`src/rtl/systolic_skew_feeder_if.sv`:
```
// Write port and skewed edge-operand bus between the matrix loader, the
// skew feeder and the systolic array edges.
interface systolic_skew_feeder_if #(
    parameter int DATA_WIDTH = 8,
    parameter int N          = 4
);
    localparam int IW = (N > 1) ? $clog2(N) : 1;

    logic                    wr_en;
    logic                    wr_sel;
    logic [IW-1:0]           wr_row;
    logic [IW-1:0]           wr_col;
    logic [DATA_WIDTH-1:0]   wr_data;
    logic                    start;
    logic                    busy;
    logic [N*DATA_WIDTH-1:0] a_out;
    logic [N*DATA_WIDTH-1:0] b_out;
    logic                    feed_valid;
    logic                    done;

    modport master (
        output wr_en, wr_sel, wr_row, wr_col, wr_data, start,
        input  busy, a_out, b_out, feed_valid, done
    );

    modport slave (
        input  wr_en, wr_sel, wr_row, wr_col, wr_data, start,
        output busy, a_out, b_out, feed_valid, done
    );
endinterface

```
`src/rtl/systolic_skew_feeder.sv`:
```
// Holds one A and one B matrix and streams them onto the west/north edges of
// an N x N output-stationary array with row/column diagonal skew.
module systolic_skew_feeder #(
    parameter int DATA_WIDTH = 8,
    parameter int N          = 4,
    parameter int MULT_LAT   = 2
) (
    input  logic                    clk,
    input  logic                    rst,
    systolic_skew_feeder_if.slave   bus
);
    localparam int CNT_W = $clog2(2*N + MULT_LAT + 1);

    localparam logic [1:0] ST_IDLE  = 2'd0;
    localparam logic [1:0] ST_FEED  = 2'd1;
    localparam logic [1:0] ST_DRAIN = 2'd2;

    localparam logic [CNT_W-1:0] LAST_BEAT  = CNT_W'(2*N - 2);
    localparam logic [CNT_W-1:0] LAST_DRAIN = CNT_W'(N + MULT_LAT - 1);

    logic [1:0]              state_r;
    logic [CNT_W-1:0]        t_r;
    logic                    busy_r;
    logic                    feed_valid_r;
    logic                    done_r;
    logic [N*DATA_WIDTH-1:0] a_out_r;
    logic [N*DATA_WIDTH-1:0] b_out_r;

    logic [DATA_WIDTH-1:0]   a_mem_r [N][N];
    logic [DATA_WIDTH-1:0]   b_mem_r [N][N];
    logic [DATA_WIDTH-1:0]   a_eff_s [N][N];
    logic [DATA_WIDTH-1:0]   b_eff_s [N][N];

    logic                    wr_ok_s;
    logic [CNT_W-1:0]        nt_s;
    logic [N*DATA_WIDTH-1:0] a_next_s;
    logic [N*DATA_WIDTH-1:0] b_next_s;

    // Store view with any accepted write merged in, so beat 0 sees a same-cycle write.
    always_comb begin
        wr_ok_s = bus.wr_en && (state_r == ST_IDLE)
                  && (int'(bus.wr_row) < N) && (int'(bus.wr_col) < N);
        a_eff_s = a_mem_r;
        b_eff_s = b_mem_r;
        if (wr_ok_s && !bus.wr_sel) begin
            a_eff_s[bus.wr_row][bus.wr_col] = bus.wr_data;
        end else if (wr_ok_s) begin
            b_eff_s[bus.wr_row][bus.wr_col] = bus.wr_data;
        end else begin
            a_eff_s = a_mem_r;
        end
    end

    // Skew selection: lane i carries the element whose row+col index equals the next beat.
    always_comb begin
        nt_s     = (state_r == ST_IDLE) ? '0 : t_r + CNT_W'(1);
        a_next_s = '0;
        b_next_s = '0;
        for (int i = 0; i < N; i++) begin
            for (int k = 0; k < N; k++) begin
                a_next_s[i*DATA_WIDTH +: DATA_WIDTH] = (i + k == int'(nt_s)) ?
                    a_eff_s[i][k] : a_next_s[i*DATA_WIDTH +: DATA_WIDTH];
                b_next_s[i*DATA_WIDTH +: DATA_WIDTH] = (i + k == int'(nt_s)) ?
                    b_eff_s[k][i] : b_next_s[i*DATA_WIDTH +: DATA_WIDTH];
            end
        end
    end

    // Matrix store: cleared by reset, otherwise follows the merged write view.
    always_ff @(posedge clk or negedge rst) begin
        if (!rst) begin
            for (int i = 0; i < N; i++) begin
                for (int k = 0; k < N; k++) begin
                    a_mem_r[i][k] <= '0;
                    b_mem_r[i][k] <= '0;
                end
            end
        end else begin
            a_mem_r <= a_eff_s;
            b_mem_r <= b_eff_s;
        end
    end

    // Pass sequencer: t_r counts skew beats in FEED and drain cycles in DRAIN.
    always_ff @(posedge clk or negedge rst) begin
        if (!rst) begin
            state_r      <= ST_IDLE;
            t_r          <= '0;
            busy_r       <= 1'b0;
            feed_valid_r <= 1'b0;
            done_r       <= 1'b0;
            a_out_r      <= '0;
            b_out_r      <= '0;
        end else begin
            case (state_r)
                ST_IDLE: begin
                    done_r <= 1'b0;
                    t_r    <= '0;
                    if (bus.start) begin
                        state_r      <= ST_FEED;
                        busy_r       <= 1'b1;
                        feed_valid_r <= 1'b1;
                        a_out_r      <= a_next_s;
                        b_out_r      <= b_next_s;
                    end else begin
                        busy_r       <= 1'b0;
                        feed_valid_r <= 1'b0;
                        a_out_r      <= '0;
                        b_out_r      <= '0;
                    end
                end
                ST_FEED: begin
                    if (t_r == LAST_BEAT) begin
                        state_r      <= ST_DRAIN;
                        t_r          <= '0;
                        feed_valid_r <= 1'b0;
                        a_out_r      <= '0;
                        b_out_r      <= '0;
                    end else begin
                        t_r          <= t_r + CNT_W'(1);
                        a_out_r      <= a_next_s;
                        b_out_r      <= b_next_s;
                    end
                end
                ST_DRAIN: begin
                    if (t_r == LAST_DRAIN) begin
                        state_r <= ST_IDLE;
                        t_r     <= '0;
                        busy_r  <= 1'b0;
                        done_r  <= 1'b1;
                    end else begin
                        t_r     <= t_r + CNT_W'(1);
                    end
                end
                default: begin
                    state_r      <= ST_IDLE;
                    t_r          <= '0;
                    busy_r       <= 1'b0;
                    feed_valid_r <= 1'b0;
                    done_r       <= 1'b0;
                    a_out_r      <= '0;
                    b_out_r      <= '0;
                end
            endcase
        end
    end

    assign bus.busy       = busy_r;
    assign bus.feed_valid = feed_valid_r;
    assign bus.done       = done_r;
    assign bus.a_out      = a_out_r;
    assign bus.b_out      = b_out_r;
endmodule

```
`src/flat_wrapper.sv`:
```
// flat-port wrapper written by rule: the top's interface ports become plain ports
module systolic_skew_feeder_flat 
#(
    parameter int DATA_WIDTH = 8,
    parameter int N          = 4,
    parameter int MULT_LAT   = 2
)
  (clk, rst, bus_wr_en, bus_wr_sel, bus_wr_row, bus_wr_col, bus_wr_data, bus_start, bus_busy, bus_a_out, bus_b_out, bus_feed_valid, bus_done);
  systolic_skew_feeder_if #(.DATA_WIDTH(DATA_WIDTH), .N(N)) bus_i ();
  input  logic clk;
  input  logic rst;
  input wire logic [$bits(bus_i.wr_en)-1:0] bus_wr_en;
  input wire logic [$bits(bus_i.wr_sel)-1:0] bus_wr_sel;
  input wire logic [$bits(bus_i.wr_row)-1:0] bus_wr_row;
  input wire logic [$bits(bus_i.wr_col)-1:0] bus_wr_col;
  input wire logic [$bits(bus_i.wr_data)-1:0] bus_wr_data;
  input wire logic [$bits(bus_i.start)-1:0] bus_start;
  output wire logic [$bits(bus_i.busy)-1:0] bus_busy;
  output wire logic [$bits(bus_i.a_out)-1:0] bus_a_out;
  output wire logic [$bits(bus_i.b_out)-1:0] bus_b_out;
  output wire logic [$bits(bus_i.feed_valid)-1:0] bus_feed_valid;
  output wire logic [$bits(bus_i.done)-1:0] bus_done;
  assign bus_i.wr_en = bus_wr_en;
  assign bus_i.wr_sel = bus_wr_sel;
  assign bus_i.wr_row = bus_wr_row;
  assign bus_i.wr_col = bus_wr_col;
  assign bus_i.wr_data = bus_wr_data;
  assign bus_i.start = bus_start;
  assign bus_busy = bus_i.busy;
  assign bus_a_out = bus_i.a_out;
  assign bus_b_out = bus_i.b_out;
  assign bus_feed_valid = bus_i.feed_valid;
  assign bus_done = bus_i.done;
  systolic_skew_feeder #(.DATA_WIDTH(DATA_WIDTH), .N(N), .MULT_LAT(MULT_LAT)) u_core (.clk(clk), .rst(rst), .bus(bus_i));
endmodule
```
`config.mk`:
```
export PLATFORM = sky130hd
export DESIGN_NAME = systolic_skew_feeder_flat
export DESIGN_NICKNAME = d
export VERILOG_FILES = /design/src/rtl/systolic_skew_feeder_if.sv /design/src/rtl/systolic_skew_feeder.sv /design/src/flat_wrapper.sv
export SDC_FILE = /design/constraint.sdc
export NUM_CORES = 1
export LEC_CHECK = 0
export BUFFER_PORTS_ARGS = -buffer_cell sky130_fd_sc_hd__buf_4
export CAP_MARGIN = 20
export CORE_MARGIN = 2
export CORE_UTILIZATION = 40
export DETAILED_ROUTE_END_ITERATION = 7
export REMOVE_ABC_BUFFERS = 1
export SLEW_MARGIN = 30
export SYNTH_ARGS = -nofsm -noshare
export SYNTH_HDL_FRONTEND = slang
export SYNTH_SLANG_ARGS = --single-unit
```
`constraint.sdc`:
```
create_clock -name clk -period 3.7 [get_ports clk]
set_clock_uncertainty 0.2 [all_clocks]
set_input_delay 0.37 -clock clk [delete_from_list [all_inputs] [get_ports clk]]
set_output_delay 0.37 -clock clk [all_outputs]
set_load 0.05 [all_outputs]
```
==> metrics.txt <==
status finished, final reports clean; critical path startpoint category register; area of the mapped netlist 14600 um2; met3 WL post-DR 1.35 mm; CP required 3.87 ns; DR iter-0 viols 577; CTS Buffer Depth 3; logic gate share of total power 30.5%; R2R Setup Slk 0.52 ns; switching pwr 4130 uW; GRT Util Overall 20.2%; FF/Latch Area 8230 um2; Setup-failing EPs final 0; gr ovfl total 0; CTS tree built; Worst-Skew Late Latency 0.51 ns; EDFF count, synth 0; CORE AREA 35700 um2; achievable frequency 314 MHz; Async SR Flop Fraction 100%; met2 wire length 18.1 mm; RR Startpoint u_core.state_r[0]$_DFFE_PN0P_; Sw Ratio 34.1%; filler cell count 3294; Row Count 69; Crit. End Element register; ANT nets after route 0; post-synthesis sequential area ratio 56.4%; multi-input logic area 5850 um2; Max Used Layer met4; hold worst-path end u_core.a_mem_r[126]$_DFF_PN0_; # clock sinks 329; Synth Flop Type dfrtp_1; Layout area overhead 16.1%; WP data arrival 3.36 ns; number of global-route vias before repair 10100; Max Cap Viol 0; initial antenna violation count 0; ratio of cells with drive above 1 in the final layout 36.3%; FF-to-FF End u_core.bus.a_out[13]$_DFFE_PN0N_; clk root buf clkbuf_16; commonest non-fill, non-tap cells in the layout dfrtp_1 (329), mux2_2 (211), buf_4 (118); post-CTS setup buffer count 0; post-layout util 47.5%; Worst-Margin Slew 0.870 ns; commonest non-fill, non-tap cell in the layout dfrtp_1; Cells on Worst Hold Path 3; Setup CP Type reg2reg; final hold violations 0; # diodes 0; Synthesis Warnings 0; die area 38100 um2; worst vdd rail ir drop 0.346 mV; wire per inst 21.8 um; Starting Density 40.9%; minimum clock period 3.18 ns; Detailed Route WL 37.9 mm; first-pass GRT wire length 60.4 mm; cells on worst reg2reg path 9; PostCTS Resize Cnt 0; CTS Hold Bufs 2; H-tree depth 2; Vias/cell 5.53; Internal Pwr Total 7990 uW; fin nets 1274; CP Max Fanout 13; clock buffer count from CTS 36; Mapped Avg Cell Area 12.4 um2; cells after synthesis 1183; Clk network pwr share 29.4%; synth unique cells 54; height of the die 195 um; HPWL after DPL 23.0 mm; P per Cell Area 714 nW/um2; post-synthesis register bit count 329; hold wc startpoint bus_wr_data[6]; Leak 0.00798 uW; via count 9603; TritonRoute pass-1 iters 5; Overall Power 12100 uW; Worst slew margin 42.0%; Reg power frac 40.1%; number of I/O port buffers 83; pin count of the biggest net entering global routing 103; remaining routing DRC violations 0; Slew Limit Fails 0; path category of the worst min-delay check in2reg; Clock Pin Slew Worst Setup and Hold Paths 0.06 ns; met1 wire length 18.0 mm; die width 195 um; GPL Wtd Cong 0.874; num ports 84; Final Cycle Share 86.1%; RSZ-0062 raised after global routing no
==> power by group through the flow <==
stage | registers (uW) | clock network, uW | logic, uW
6_report | 4860 | 3560 | 3700
5_1_grt | 4950 | 3810 | 4030
4_1_cts | 4870 | 3650 | 3730
3_5_place_dp | 4930 | 0 | 3710
3_3_place_gp | 4890 | 0 | 3650
2_1_floorplan | 5310 | 0 | 1910
==> worst max-delay path: stages (launching register included) <==
cell and delay (ns):
dfrtp_1 0.39, inv_1 0.10, ha_1 0.26, buf_4 0.23, nand2b_1 0.30, or3_1 0.71
mux2_4 0.39, o21ai_0 0.14, o2bb2ai_1 0.18, o221ai_1 0.15
==> cells in the mapped netlist (4+ instances only) <==
cell type  instances  area (um2)
and3_1            16         100
a22oi_1           24         180
mux2i_1           31         310
nand2_1           72         270
o221ai_1           7        61.3
dfrtp_1          329        8230
clkbuf_1          75         282
a211oi_1           8        60.1
a311oi_1          17         149
a32oi_1           18         158
nor3_1            10        50.1
or2_2              4        25.0
or3_1              6        37.5
mux2_2           211        2380
o211ai_1           7        52.6
inv_1             39         146
nand2b_1           7        43.8
a31o_2             8        70.1
a21oi_1            7        35.0
o2bb2ai_1         16         140
o22ai_1            8        50.1
nor3_2            16         160
nand3_1           19        95.1
ha_1               6        75.1
nor2_1            28         105
o21ai_1           37         185
buf_2             11        55.1
a22o_1             8        70.1
or3b_2            16         140
o21ai_0           67         335
mux2_4            14         210
buf_6              5        56.3
nor2_2             4        25.0
==> sequential cells by signal, indices dropped and copies added, names as in the netlist <==
register / flops
u_core.bus.b_out: 32
u_core.b_mem_r: 128
u_core.bus.done: 1
u_core.a_mem_r: 128
u_core.bus.busy: 1
u_core.t_r: 4
u_core.bus.a_out: 32
u_core.bus.feed_valid: 1
u_core.state_r: 2
==> stage by stage <==
stage	setup slack, ns	area (um2)	std cells	TNS [ns]	hold WS, ns
5_1_grt	0.265	17000	1736	0	0.252
2_1_floorplan	-0.303	14200	1089	-7.90	-0.126
3_3_place_gp	0.583	15800	1672	0	0.261
4_1_cts	0.512	17000	1736	0	0.200
3_5_place_dp	0.530	15800	1672	0	0.267
6_report	0.516	17000	1736	0	0.220
==> logic make-up (layout without fill, tap and decap cells) <==
logic type	after synthesis	count (layout)	synth area share, %
flip-flops	329	329	56.4
multiplexers	256	256	19.8
AO/OA/AOI/OAI	239	239	11.0
AND/OR/NAND/NOR	218	218	8.42
buffers and inverters	133	225	3.79
adder cells (fa/ha/maj)	6	6	0.514
XOR/XNOR	2	2	0.120
==> how the worst max path moves through the flow <==
stage	slack, ns	start	cells past startpoint	to
after floorplan	-0.30	u_core.t_r[0]$_DFF_PN0_	5	u_core.bus.a_out[24]$_DFFE_PN0N_
after global placement	0.58	u_core.state_r[0]$_DFFE_PN0P_	9	u_core.bus.a_out[13]$_DFFE_PN0N_
after detailed placement	0.53	u_core.state_r[0]$_DFFE_PN0P_	9	u_core.bus.b_out[26]$_DFFE_PN0N_
after CTS	0.51	u_core.state_r[0]$_DFFE_PN0P_	9	u_core.bus.b_out[26]$_DFFE_PN0N_
after global routing	0.26	u_core.state_r[0]$_DFFE_PN0P_	9	u_core.bus.b_out[29]$_DFFE_PN0N_
final	0.52	u_core.state_r[0]$_DFFE_PN0P_	9	u_core.bus.a_out[13]$_DFFE_PN0N_
==> layout make-up <==
class,count,area share (%)
Timing Repair Buffer,124,5.78
Tap cell,461,3.40
Inverter,39,0.863
Clock inverter,13,0.767
Multi-Input combinational cell,721,34.5
Sequential cell,329,48.5
Clock buffer,49,6.19
==> layer usage <==
| metal | vias to the layer above | GRT usage (%) |
|---|---|---|
| met5 | - | 0 |
| met4 | 0 | 4.24 |
| met3 | 35 | 2.99 |
| met2 | 165 | 33.3 |
| met1 | 4994 | 28.5 |
| li1 | 4409 | - |
Note: power is estimated with default switching activity, not from simulation.
